===== src/rtl/sdram_port_arbiter_if.sv =====
// Requester-side and sdram_ctl-side signal bundle for the N-port SDRAM arbiter.
interface sdram_port_arbiter_if #(
    parameter int NUM_PORTS = 4,
    parameter int ADDR_W    = 25,
    parameter int DATA_W    = 16,
    parameter int BURST_LEN = 32
);
    logic [NUM_PORTS-1:0]          req;
    logic [NUM_PORTS-1:0]          req_we;
    logic [NUM_PORTS-1:0]          req_burst;
    logic [NUM_PORTS*ADDR_W-1:0]   req_addr;
    logic [NUM_PORTS*DATA_W-1:0]   req_wdata;
    logic [NUM_PORTS-1:0]          done;
    logic [DATA_W-1:0]             rdata;
    logic [BURST_LEN*DATA_W-1:0]   burst_rdata;
    logic                          busy;
    logic                          dram_mem_ready;
    logic                          dram_data_ready;
    logic [DATA_W-1:0]             dram_read_data;
    logic [BURST_LEN*DATA_W-1:0]   dram_burst_buf;
    logic                          dram_refresh_data;
    logic                          dram_write_en;
    logic                          dram_burst_en;
    logic [ADDR_W-1:0]             dram_addr;
    logic [DATA_W-1:0]             dram_data_in;

    modport slave (
        input  req, req_we, req_burst, req_addr, req_wdata,
        input  dram_mem_ready, dram_data_ready, dram_read_data, dram_burst_buf,
        output done, rdata, burst_rdata, busy,
        output dram_refresh_data, dram_write_en, dram_burst_en, dram_addr, dram_data_in
    );

    modport master (
        output req, req_we, req_burst, req_addr, req_wdata,
        output dram_mem_ready, dram_data_ready, dram_read_data, dram_burst_buf,
        input  done, rdata, burst_rdata, busy,
        input  dram_refresh_data, dram_write_en, dram_burst_en, dram_addr, dram_data_in
    );
endinterface


===== src/rtl/sdram_port_arbiter.sv =====
// Arbitrates NUM_PORTS single-word/burst requesters onto one sdram_ctl, one transaction at a time.
// Round-robin or fixed-priority grant; all outputs are registered.
module sdram_port_arbiter #(
    parameter int NUM_PORTS = 4,
    parameter int ADDR_W    = 25,
    parameter int DATA_W    = 16,
    parameter int BURST_LEN = 32,
    parameter int PRIO_MODE = 0
) (
    input  logic                 clk,
    input  logic                 rst,
    sdram_port_arbiter_if.slave  bus
);

    localparam int IDX_W = (NUM_PORTS > 1) ? $clog2(NUM_PORTS) : 1;
    localparam logic [IDX_W:0] NUM_PORTS_W = (IDX_W+1)'(NUM_PORTS);
    localparam logic [IDX_W-1:0] LAST_PORT = IDX_W'(NUM_PORTS - 1);

    typedef enum logic [1:0] {
        IDLE  = 2'd0,
        ISSUE = 2'd1,
        WAIT  = 2'd2,
        DONE  = 2'd3
    } state_t;

    state_t                      state_r;
    state_t                      state_next_s;
    logic                        grant_valid_s;
    logic [IDX_W-1:0]            grant_idx_s;
    logic [IDX_W:0]              cand_s;
    logic [IDX_W-1:0]            rr_ptr_r;
    logic [IDX_W-1:0]            idx_r;
    logic                        we_r;
    logic                        burst_r;
    logic [ADDR_W-1:0]           addr_r;
    logic [DATA_W-1:0]           wdata_r;
    logic [DATA_W-1:0]           rdata_r;
    logic [BURST_LEN*DATA_W-1:0] burst_rdata_r;
    logic [NUM_PORTS-1:0]        done_r;
    logic                        busy_r;
    logic                        strobe_r;

    // Winner search: from rr_ptr (round-robin) or from port 0 (fixed priority)
    always_comb begin
        grant_valid_s = 1'b0;
        grant_idx_s   = {IDX_W{1'b0}};
        cand_s        = {(IDX_W+1){1'b0}};
        for (int k = 0; k < NUM_PORTS; k++) begin
            if (PRIO_MODE == 1) begin
                cand_s = (IDX_W+1)'(k);
            end else begin
                cand_s = {1'b0, rr_ptr_r} + (IDX_W+1)'(k);
                if (cand_s >= NUM_PORTS_W) begin
                    cand_s = cand_s - NUM_PORTS_W;
                end else begin
                end
            end
            if (!grant_valid_s && bus.req[cand_s[IDX_W-1:0]]) begin
                grant_valid_s = 1'b1;
                grant_idx_s   = cand_s[IDX_W-1:0];
            end else begin
            end
        end
    end

    // Next-state logic; dram_data_ready only counts while waiting
    always_comb begin
        state_next_s = state_r;
        case (state_r)
            IDLE: begin
                if (grant_valid_s && bus.dram_mem_ready) begin
                    state_next_s = ISSUE;
                end else begin
                    state_next_s = IDLE;
                end
            end
            ISSUE: state_next_s = WAIT;
            WAIT: begin
                if (bus.dram_data_ready) begin
                    state_next_s = DONE;
                end else begin
                    state_next_s = WAIT;
                end
            end
            DONE:    state_next_s = IDLE;
            default: state_next_s = IDLE;
        endcase
    end

    // State register
    always_ff @(posedge clk or negedge rst) begin
        if (!rst) begin
            state_r <= IDLE;
        end else begin
            state_r <= state_next_s;
        end
    end

    // Latch the winning command and advance the round-robin pointer on grant
    always_ff @(posedge clk or negedge rst) begin
        if (!rst) begin
            idx_r    <= {IDX_W{1'b0}};
            we_r     <= 1'b0;
            burst_r  <= 1'b0;
            addr_r   <= {ADDR_W{1'b0}};
            wdata_r  <= {DATA_W{1'b0}};
            rr_ptr_r <= {IDX_W{1'b0}};
        end else if (state_r == IDLE && state_next_s == ISSUE) begin
            idx_r    <= grant_idx_s;
            we_r     <= bus.req_we[grant_idx_s] & ~bus.req_burst[grant_idx_s];
            burst_r  <= bus.req_burst[grant_idx_s];
            addr_r   <= bus.req_addr[grant_idx_s*ADDR_W +: ADDR_W];
            wdata_r  <= bus.req_wdata[grant_idx_s*DATA_W +: DATA_W];
            rr_ptr_r <= (grant_idx_s == LAST_PORT) ? {IDX_W{1'b0}} : grant_idx_s + IDX_W'(1);
        end else begin
            idx_r    <= idx_r;
        end
    end

    // Capture read data on completion; a burst reports its first word on rdata
    always_ff @(posedge clk or negedge rst) begin
        if (!rst) begin
            rdata_r       <= {DATA_W{1'b0}};
            burst_rdata_r <= {(BURST_LEN*DATA_W){1'b0}};
        end else if (state_r == WAIT && bus.dram_data_ready) begin
            rdata_r       <= burst_r ? bus.dram_burst_buf[DATA_W-1:0] : bus.dram_read_data;
            burst_rdata_r <= bus.dram_burst_buf;
        end else begin
            rdata_r       <= rdata_r;
        end
    end

    // Registered strobe, completion pulse and busy flag, derived from the next state
    always_ff @(posedge clk or negedge rst) begin
        if (!rst) begin
            strobe_r <= 1'b0;
            done_r   <= {NUM_PORTS{1'b0}};
            busy_r   <= 1'b0;
        end else begin
            strobe_r <= (state_next_s == ISSUE);
            done_r   <= (state_next_s == DONE) ? ({{(NUM_PORTS-1){1'b0}}, 1'b1} << idx_r)
                                               : {NUM_PORTS{1'b0}};
            busy_r   <= (state_next_s != IDLE);
        end
    end

    assign bus.dram_refresh_data = strobe_r;
    assign bus.dram_write_en     = we_r;
    assign bus.dram_burst_en     = burst_r;
    assign bus.dram_addr         = addr_r;
    assign bus.dram_data_in      = wdata_r;
    assign bus.done              = done_r;
    assign bus.rdata             = rdata_r;
    assign bus.burst_rdata       = burst_rdata_r;
    assign bus.busy              = busy_r;

endmodule


===== src/flat_wrapper.sv =====
// flat-port wrapper written by rule: the top's interface ports become plain ports
module sdram_port_arbiter_flat 
#(
    parameter int NUM_PORTS = 4,
    parameter int ADDR_W    = 25,
    parameter int DATA_W    = 16,
    parameter int BURST_LEN = 32,
    parameter int PRIO_MODE = 0
)
  (clk, rst, bus_req, bus_req_we, bus_req_burst, bus_req_addr, bus_req_wdata, bus_dram_mem_ready, bus_dram_data_ready, bus_dram_read_data, bus_dram_burst_buf, bus_done, bus_rdata, bus_burst_rdata, bus_busy, bus_dram_refresh_data, bus_dram_write_en, bus_dram_burst_en, bus_dram_addr, bus_dram_data_in);
  sdram_port_arbiter_if #(.NUM_PORTS(NUM_PORTS), .ADDR_W(ADDR_W), .DATA_W(DATA_W), .BURST_LEN(BURST_LEN)) bus_i ();
  input  logic clk;
  input  logic rst;
  input wire logic [$bits(bus_i.req)-1:0] bus_req;
  input wire logic [$bits(bus_i.req_we)-1:0] bus_req_we;
  input wire logic [$bits(bus_i.req_burst)-1:0] bus_req_burst;
  input wire logic [$bits(bus_i.req_addr)-1:0] bus_req_addr;
  input wire logic [$bits(bus_i.req_wdata)-1:0] bus_req_wdata;
  input wire logic [$bits(bus_i.dram_mem_ready)-1:0] bus_dram_mem_ready;
  input wire logic [$bits(bus_i.dram_data_ready)-1:0] bus_dram_data_ready;
  input wire logic [$bits(bus_i.dram_read_data)-1:0] bus_dram_read_data;
  input wire logic [$bits(bus_i.dram_burst_buf)-1:0] bus_dram_burst_buf;
  output wire logic [$bits(bus_i.done)-1:0] bus_done;
  output wire logic [$bits(bus_i.rdata)-1:0] bus_rdata;
  output wire logic [$bits(bus_i.burst_rdata)-1:0] bus_burst_rdata;
  output wire logic [$bits(bus_i.busy)-1:0] bus_busy;
  output wire logic [$bits(bus_i.dram_refresh_data)-1:0] bus_dram_refresh_data;
  output wire logic [$bits(bus_i.dram_write_en)-1:0] bus_dram_write_en;
  output wire logic [$bits(bus_i.dram_burst_en)-1:0] bus_dram_burst_en;
  output wire logic [$bits(bus_i.dram_addr)-1:0] bus_dram_addr;
  output wire logic [$bits(bus_i.dram_data_in)-1:0] bus_dram_data_in;
  assign bus_i.req = bus_req;
  assign bus_i.req_we = bus_req_we;
  assign bus_i.req_burst = bus_req_burst;
  assign bus_i.req_addr = bus_req_addr;
  assign bus_i.req_wdata = bus_req_wdata;
  assign bus_i.dram_mem_ready = bus_dram_mem_ready;
  assign bus_i.dram_data_ready = bus_dram_data_ready;
  assign bus_i.dram_read_data = bus_dram_read_data;
  assign bus_i.dram_burst_buf = bus_dram_burst_buf;
  assign bus_done = bus_i.done;
  assign bus_rdata = bus_i.rdata;
  assign bus_burst_rdata = bus_i.burst_rdata;
  assign bus_busy = bus_i.busy;
  assign bus_dram_refresh_data = bus_i.dram_refresh_data;
  assign bus_dram_write_en = bus_i.dram_write_en;
  assign bus_dram_burst_en = bus_i.dram_burst_en;
  assign bus_dram_addr = bus_i.dram_addr;
  assign bus_dram_data_in = bus_i.dram_data_in;
  sdram_port_arbiter #(.NUM_PORTS(NUM_PORTS), .ADDR_W(ADDR_W), .DATA_W(DATA_W), .BURST_LEN(BURST_LEN), .PRIO_MODE(PRIO_MODE)) u_core (.clk(clk), .rst(rst), .bus(bus_i));
endmodule

===== config.mk =====
export PLATFORM = sky130hd
export DESIGN_NAME = sdram_port_arbiter_flat
export DESIGN_NICKNAME = d
export VERILOG_FILES = /design/src/rtl/sdram_port_arbiter_if.sv /design/src/rtl/sdram_port_arbiter.sv /design/src/flat_wrapper.sv
export SDC_FILE = /design/constraint.sdc
export NUM_CORES = 1
export LEC_CHECK = 0
export ABC_AREA = 0
export BUFFER_PORTS_ARGS = -buffer_cell sky130_fd_sc_hd__clkbuf_2
export CORE_AREA = 4 4 499 501
export CTS_BUF_LIST = sky130_fd_sc_hd__clkbuf_8 sky130_fd_sc_hd__clkbuf_16
export DETAILED_ROUTE_END_ITERATION = 8
export DIE_AREA = 0 0 503 505
export GPL_TIMING_DRIVEN = 1
export HOLD_SLACK_MARGIN = 0.12
export SLEW_MARGIN = 40
export SYNTH_ARGS = -nofsm -noshare
export SYNTH_HDL_FRONTEND = slang
export SYNTH_SLANG_ARGS = --single-unit

===== constraint.sdc =====
create_clock -name clk -period 5.5 [get_ports clk]
set_clock_uncertainty 0.05 [all_clocks]
set_input_delay 0.825 -clock clk [delete_from_list [all_inputs] [get_ports clk]]
set_output_delay 0.825 -clock clk [all_outputs]
set_load 0.005 [all_outputs]

==> out/qor.yml, run 1 <==
status:
  run_status: "completed"
global_route:
  grt_overflow: 0
  grt_max_degree: 135
  track_usage: 0.140
  grt_pass1_wl_um: 226000
  grt_pass1_vias: 19485
  antenna_found_initial: 324
timing:
  timing.final.hold_violations: 0
  fin_crit_sh: 0.486
  max-slew-margin-rel: 0.451
  slew_violations: 0
  tns_ps: 0
  setup_violations: 0
  worstMarginPinSlew_ps: 823
  whs_ps: 288
  rsz0062_at_grt: "false"
  fin_crit_ps: 2670
  max_freq_ghz: 0.374
synth:
  synth-main-ff-cell: "dfrtp_1"
  yosysSeqAreaShare: 0.633
  synth_edf_count: 0
  syn_area_um2: 23000
  ys_types: 34
  synth-seq-cells: 583
  netlist_instances: 1443
  syn_avg_cell_area_um2: 16.0
  yosys_warnings: 0
  async_flop_share: 1.00
  synth_nets: 2153
worst_setup_path:
  reg2reg_slack_ps: 3000
  crit_family: "flip-flops"
  cp.arrival_ps: 1800
  cp.required_ps: 4620
  path_depth: 1
  cp-start-kind: "register"
  critPathMaxFanout: 18
  cpPeakStageDelay_ps: 820
  criticalPathCategory: "register to primary output"
  path_buf_inv: 1
  worstSetupEndpointType: "primary output"
  rr_worst_depth: 6
  crit_slowest_cell: "dfrtp_2"
  crit_chain: "clkbuf_2"
hold_path:
  min_path_type: "input port to register"
  hold_depth: 2
drt:
  first_pass_iters: 5
  wirelength_um: 186000
  wl_per_cell_um: 30.5
  drt_iter0_drc: 957
  vias_per_cell: 3.13
  drc: 0
  drtAntennaViolNets: 0
  vias: 19020
clock_network:
  clockBufferDepth: 3
  clk_pin_slew_ps: 60
  cts_buffers: 79
  cts_max_level: 3
  clock-root-buffer: "clkbuf_16"
  cts_tree: "done"
  cts_resized: 0
  clk-insertion-delay-late_ps: 680
  clkSinkCount: 583
  post_cts_buffers: 0
placed_design:
  dp_hpwl_um: 165000
  io_buffers: 1284
  gp_congestion: 0.905
flow_run:
  cap_violations: 0
power_and_ir_drop:
  power_density_nw_per_um2: 598
  p_total_uw: 21700
  p_leak_uw: 0.0169
  ir_drop_mv: 0.277
floorplanning:
  die_h_um: 505
  design.core.area_um2: 245000
  pin_count: 1285
  start_util: 0.0942
  die_w_um: 503
  die-area_um2: 254000
  rows: 182
cells_and_area:
  drive_above_1_share: 0.695
  area_delta_synth_final_pct: 57.1
  fin_nets: 3452
==> Yosys cell counts (2+ instances only) <==
| library cell | count | share of area |
|---|---|---|
| or2_1 | 2 | 0.00054 |
| ha_1 | 2 | 0.0011 |
| mux2i_1 | 103 | 0.045 |
| mux2_1 | 36 | 0.018 |
| o221ai_2 | 34 | 0.022 |
| nand2b_1 | 2 | 0.00054 |
| dfrtp_1 | 583 | 0.63 |
| buf_4 | 3 | 0.00098 |
| mux2_2 | 477 | 0.23 |
| inv_1 | 5 | 0.00081 |
| buf_1 | 7 | 0.0011 |
| buf_2 | 24 | 0.0052 |
| nand3_1 | 2 | 0.00043 |
| o21ai_0 | 16 | 0.0035 |
| o221ai_1 | 9 | 0.0034 |
| buf_6 | 8 | 0.0039 |
| a21oi_1 | 2 | 0.00043 |
| buf_12 | 4 | 0.0035 |
| nor2_1 | 3 | 0.00049 |
| o21ai_1 | 3 | 0.00065 |
| nor3_1 | 2 | 0.00043 |
| clkbuf_1 | 39 | 0.0064 |
| nand2_1 | 62 | 0.010 |
| nor2b_1 | 5 | 0.0014 |
==> cell type report <==
cell class / count / area (µm²)
clock inverter: 55 / 542
tap: 3220 / 4030
antenna: 53 / 133
inverter: 5 / 18.8
sequential: 583 / 14600
multi-input combinational: 769 / 7960
fill: 27346 / 209000
timing repair buffer: 1304 / 6790
clock buffer: 90 / 2140
==> power breakdown <==
| group | switching, µW | internal, µW |
|---|---|---|
| registers | 1230 | 6490 |
| clock network | 2220 | 3130 |
| logic | 4640 | 3930 |
| total | 8090 | 13600 |
==> per-layer routing <==
metal  wire length (µm)  global-route usage
met5               1840                   0
met4               6860              0.0418
met3              39000               0.141
met2              80600               0.219
met1              57200               0.125
==> registers in the layout, indices dropped and copies added, names as in the netlist, 2 cells and up <==
| name | flops |
|---|---|
| u_core.rr_ptr_r | 2 |
| u_core.bus.dram_data_in | 16 |
| u_core.bus.dram_addr | 25 |
| u_core.bus.rdata | 16 |
| u_core.bus.burst_rdata | 512 |
| u_core.state_r | 2 |
| u_core.bus.done | 4 |
| u_core.idx_r | 2 |
==> through the flow <==
stage / utilization / worst slack [ps] / instance area [µm²] / cells
2_1_floorplan: - / 3320 / 23000 / 1443
3_3_place_gp: 0.136 / 2550 / 33200 / 5875
3_5_place_dp: 0.136 / 2550 / 33300 / 5876
4_1_cts: 0.147 / 2640 / 36000 / 6022
5_1_grt: 0.148 / 2680 / 36100 / 6045
6_report: 0.148 / 2830 / 36200 / 6079
==> layout by cell type, fill, tap and decap left out, types with 6 or more instances in the layout <==
master	Yosys	routed
clkbuf_2	0	1283
dfrtp_1	583	582
mux2_2	477	477
mux2i_1	103	103
clkbuf_16	0	80
nand2_1	62	61
diode_2	0	53
mux2_1	36	36
o221ai_2	34	34
inv_1	5	23
o21ai_0	16	16
clkinv_2	0	12
clkbuf_8	0	10
o221ai_1	9	9
buf_12	4	9
bufinv_16	0	7
clkinvlp_4	0	6
==> final timing paths <==
check	end	start
worst max-delay path	bus_dram_burst_en	u_core.bus.dram_burst_en
worst min-delay path	u_core.bus.burst_rdata[437]	bus_dram_burst_buf[437]
worst max register to register	u_core.bus.dram_data_in[1]	u_core.rr_ptr_r[1]
worst min register to register	u_core.bus.done[2]	u_core.idx_r[0]
max in group asynchronous	u_core.bus.burst_rdata[331]	rst
min in group asynchronous	u_core.bus.burst_rdata[307]	rst
==> kinds of logic (layout without fill, tap and decap cells) <==
logic type / Yosys count / count (layout) / synth area share
fa+ha+maj: 2 / 2 / 0.00109
simple gates: 81 / 81 / 0.0150
other cells: 0 / 53 / 0
compound gates: 69 / 69 / 0.0327
xor+xnor: 1 / 1 / 0.000380
flops: 583 / 583 / 0.633
mux: 616 / 616 / 0.295
buf+inv: 91 / 1454 / 0.0225
==> repair_timing <==
action,CTS,global route
setup endpoints to repair,0,0
hold buffers,1,0
hold endpoints to repair,53,0
(Power assumes the default switching activity.)
==> run 2: changes to the inputs <==
==> constraint.sdc (replaced) <==
create_clock -name clk -period 2.5 [get_ports clk]
set_clock_uncertainty 0.05 [all_clocks]
set_input_delay 0.375 -clock clk [delete_from_list [all_inputs] [get_ports clk]]
set_output_delay 0.375 -clock clk [all_outputs]
set_load 0.005 [all_outputs]
==> run 2 against run 1 <==
Against the previous run:
- sequential cell count unchanged
- final area grew 21%
- sequential power rose by 120%
- register-to-register slack got worse by 2800 ps
- routed wire length increased by 3.9%
- global-route usage up 0.54 points
- via count grew 18%
- utilization up 3.2 points
- clock-buffer cell count decreased by 5
- combinational power increased by 140%
- largest power group unchanged
==> out/qor.yml, run 2 (synthesis results as in run 1) <==
clock_network:
  clkSinkCount: 583  # unchanged
  clockBufferDepth: 3  # unchanged
  clk-insertion-delay-late_ps: 700  # +20 ps
  clock-root-buffer: "clkbuf_16"
  cts_buffers: 77  # -2.5%
  clk_pin_slew_ps: 60  # about the same
  cts_tree: "done"
  cts_max_level: 3  # unchanged
cells_and_area:
  area_delta_synth_final_pct: 90.8
  utilization: 0.180  # +0.0318
  final_cells: 6906  # +14%
  nFillCells: 26658  # -2.5%
  final_cell_mix: "clkbuf_2, dlygate4sd3_1, dfrtp_1"
  drive_above_1_share: 0.564  # -0.131
  final_common_cell: "clkbuf_2"
  largest_reg_flops: 512  # unchanged
  fin_nets: 4217  # +22%
global_route:
  grt_use_met3: 0.0804  # -0.0606
  grt_max_degree: 131  # -3.0%
  grt_pass1_vias: 23691  # +22%
  track_usage: 0.146  # +0.00542
  antenna_found_initial: 287  # -11%
  busiest_layer: "met2"
  grt_overflow: 0  # unchanged
  grt_pass1_wl_um: 243000  # +7.3%
  use_met1: 0.165  # +0.0401
  grt_use_met2: 0.229  # +0.00984
drt:
  vias: 22449  # +18%
  drtAntennaViolNets: 0  # unchanged
  drc: 0  # unchanged
  wirelength_um: 193000  # +3.9%
  first_pass_iters: 7  # +2
  wl_per_cell_um: 27.9  # -8.6%
  drt_iter0_drc: 1546  # +62%
  vias_per_cell: 3.25  # +3.9%
worst_setup_path:
  cp.required_ps: 2990  # -1630 ps
  worstSetupEndpointType: "register"
  crit_family: "buffers and inverters"
  cp-start-kind: "register"
  worstReg2RegStart: "u_core.rr_ptr_r[1]"
  r2r-end: "u_core.bus.dram_addr[4]"
  path_buf_inv: 3  # +2
  crit_top_cell: "buf_4"
  reg2reg_slack_ps: 190  # -2810 ps
  cp.arrival_ps: 2800  # +1000 ps
  criticalPathCategory: "register to register"
  crit_chain: "a21oi_2 -> o21ai_2 -> o2bb2a_4 -> buf_4 -> mux2i_1 -> dlygate4sd3_1 -> buf_4 -> o221ai_2"
  critPathMaxFanout: 6  # -12
  cpPeakStageDelay_ps: 570  # -250 ps
  crit_slowest_cell: "dlygate4sd3_1"
  rr_worst_depth: 8  # +2
timing:
  rsz0062_at_grt: "false"
  slew_violations: 0  # unchanged
  tns_ps: 0  # unchanged
  fin_crit_sh: 0.922
  max_freq_ghz: 0.434
  max-slew-margin-rel: 0.471  # +0.0201
  fin_crit_ps: 2310
  timing.final.hold_violations: 0  # unchanged
  worstMarginPinSlew_ps: 793  # -30.1 ps
  whs_ps: 231  # -56.6 ps
  setup_violations: 0  # unchanged
hold_path:
  hold_start: "bus_req_addr[15]"
  min_path_type: "input port to register"
  worst_hold_path.endpoint: "u_core.bus.dram_addr[15]"
  hold_depth: 4  # +2
floorplanning:
  die_w_um: 503  # unchanged
  die_h_um: 505  # unchanged
  rows: 182  # unchanged
  die-area_um2: 254000  # unchanged
  pin_count: 1285  # unchanged
  design.core.area_um2: 245000  # unchanged
  start_util: 0.0942  # unchanged
power_and_ir_drop:
  p_leak_uw: 0.0201  # +19%
  ir_drop_mv: 0.648  # +130%
  p_sw_uw: 18700  # +130%
  switching_share: 0.377  # +0.00342
  power_density_nw_per_um2: 1130  # +89%
  intPower_uw: 30900  # +130%
  pwr-share-clk: 0.234  # -0.013
  pwr-share-comb: 0.419  # +0.023
  p_total_uw: 49600  # +130%
  seq_power_share: 0.347  # -0.010
flow_run:
  cap_violations: 0  # unchanged
placed_design:
  gp_congestion: 0.910  # +0.55%
  io_buffers: 1284  # unchanged
  dp_hpwl_um: 167000  # +1.3%
  post-place-cells: 5932  # +0.95%
status:
  run_status: "completed"
-- run 2: cell count changes in the layout (fill, tap and decap cells not counted), sizes merged --
cell         before   now
clkinvlp          6     8
buf              20    75
clkinv           19    25
diode            53   121
inv              28    17
clkbuf         1373  1368
dlygate4sd3       1   713
-- run 2: area by class of cell --
| type | count | area (µm²) | share of cell area |
|---|---|---|---|
| diodes | 121 | 303 | 0.00688 |
| clock buffers | 85 | 2050 | 0.0466 |
| clock inverters | 52 | 569 | 0.0129 |
| inverters | 5 | 18.8 | 0.000427 |
| multi-input cells | 769 | 7960 | 0.181 |
| flip-flops and latches | 583 | 14600 | 0.332 |
| well taps | 3220 | 4030 | 0.0916 |
| repair buffers | 2071 | 14500 | 0.329 |
-- run 2: worst min-delay path, stage by stage --
cell	delay [ps]
clkbuf_2	140
mux2i_1	110
buf_4	160
o221ai_2	130
-- run 2: layer usage --
| layer | up-vias | share of wire |
|---|---|---|
| met5 | - | 0.0071 |
| met4 | 216 | 0.042 |
| met3 | 535 | 0.13 |
| met2 | 1316 | 0.44 |
| met1 | 10884 | 0.39 |
| li1 | 9498 | - |
-- run 2: power by group through the flow --
stage          logic, µW  registers [µW]  clock network, µW
2_1_floorplan       7710           17000                  0
3_3_place_gp       19900           17000                  0
3_5_place_dp       20100           17200                  0
4_1_cts            21600           17100              12100
5_1_grt            22300           17700              12400
6_report           20800           17200              11600
-- run 2: repair_timing --
| item | 4_1_cts | 5_1_grt |
|---|---|---|
| setup buffers | 0 | 2 |
| hold buffers | 713 | 0 |
| endpoints found under the hold margin | 1157 | 0 |
| endpoints found under the setup margin | 0 | 8 |
| resized for setup | 0 | 1 |
-- run 2: through the flow --
step | setup WS, ps | cell area [µm²]
after floorplan | 610 | 23000
after global placement | 248 | 33900
after detailed placement | 227 | 33900
after CTS | 80.1 | 43600
after global routing | 80.8 | 43900
final | 194 | 44000
-- run 2: how the worst max path moves through the flow --
stage | start | end | slack (ps) | cells after the start
floorplan | u_core.state_r[1] | u_core.bus.burst_rdata[310] | 610 | 6
global placement | bus_req[0] | u_core.bus.dram_addr[21] | 250 | 7
detailed placement | bus_req[0] | u_core.bus.dram_addr[21] | 230 | 7
CTS | u_core.rr_ptr_r[1] | u_core.bus.dram_addr[13] | 80 | 7
global route | u_core.rr_ptr_r[1] | u_core.bus.dram_addr[4] | 80 | 8
finish | u_core.rr_ptr_r[1] | u_core.bus.dram_addr[4] | 190 | 8
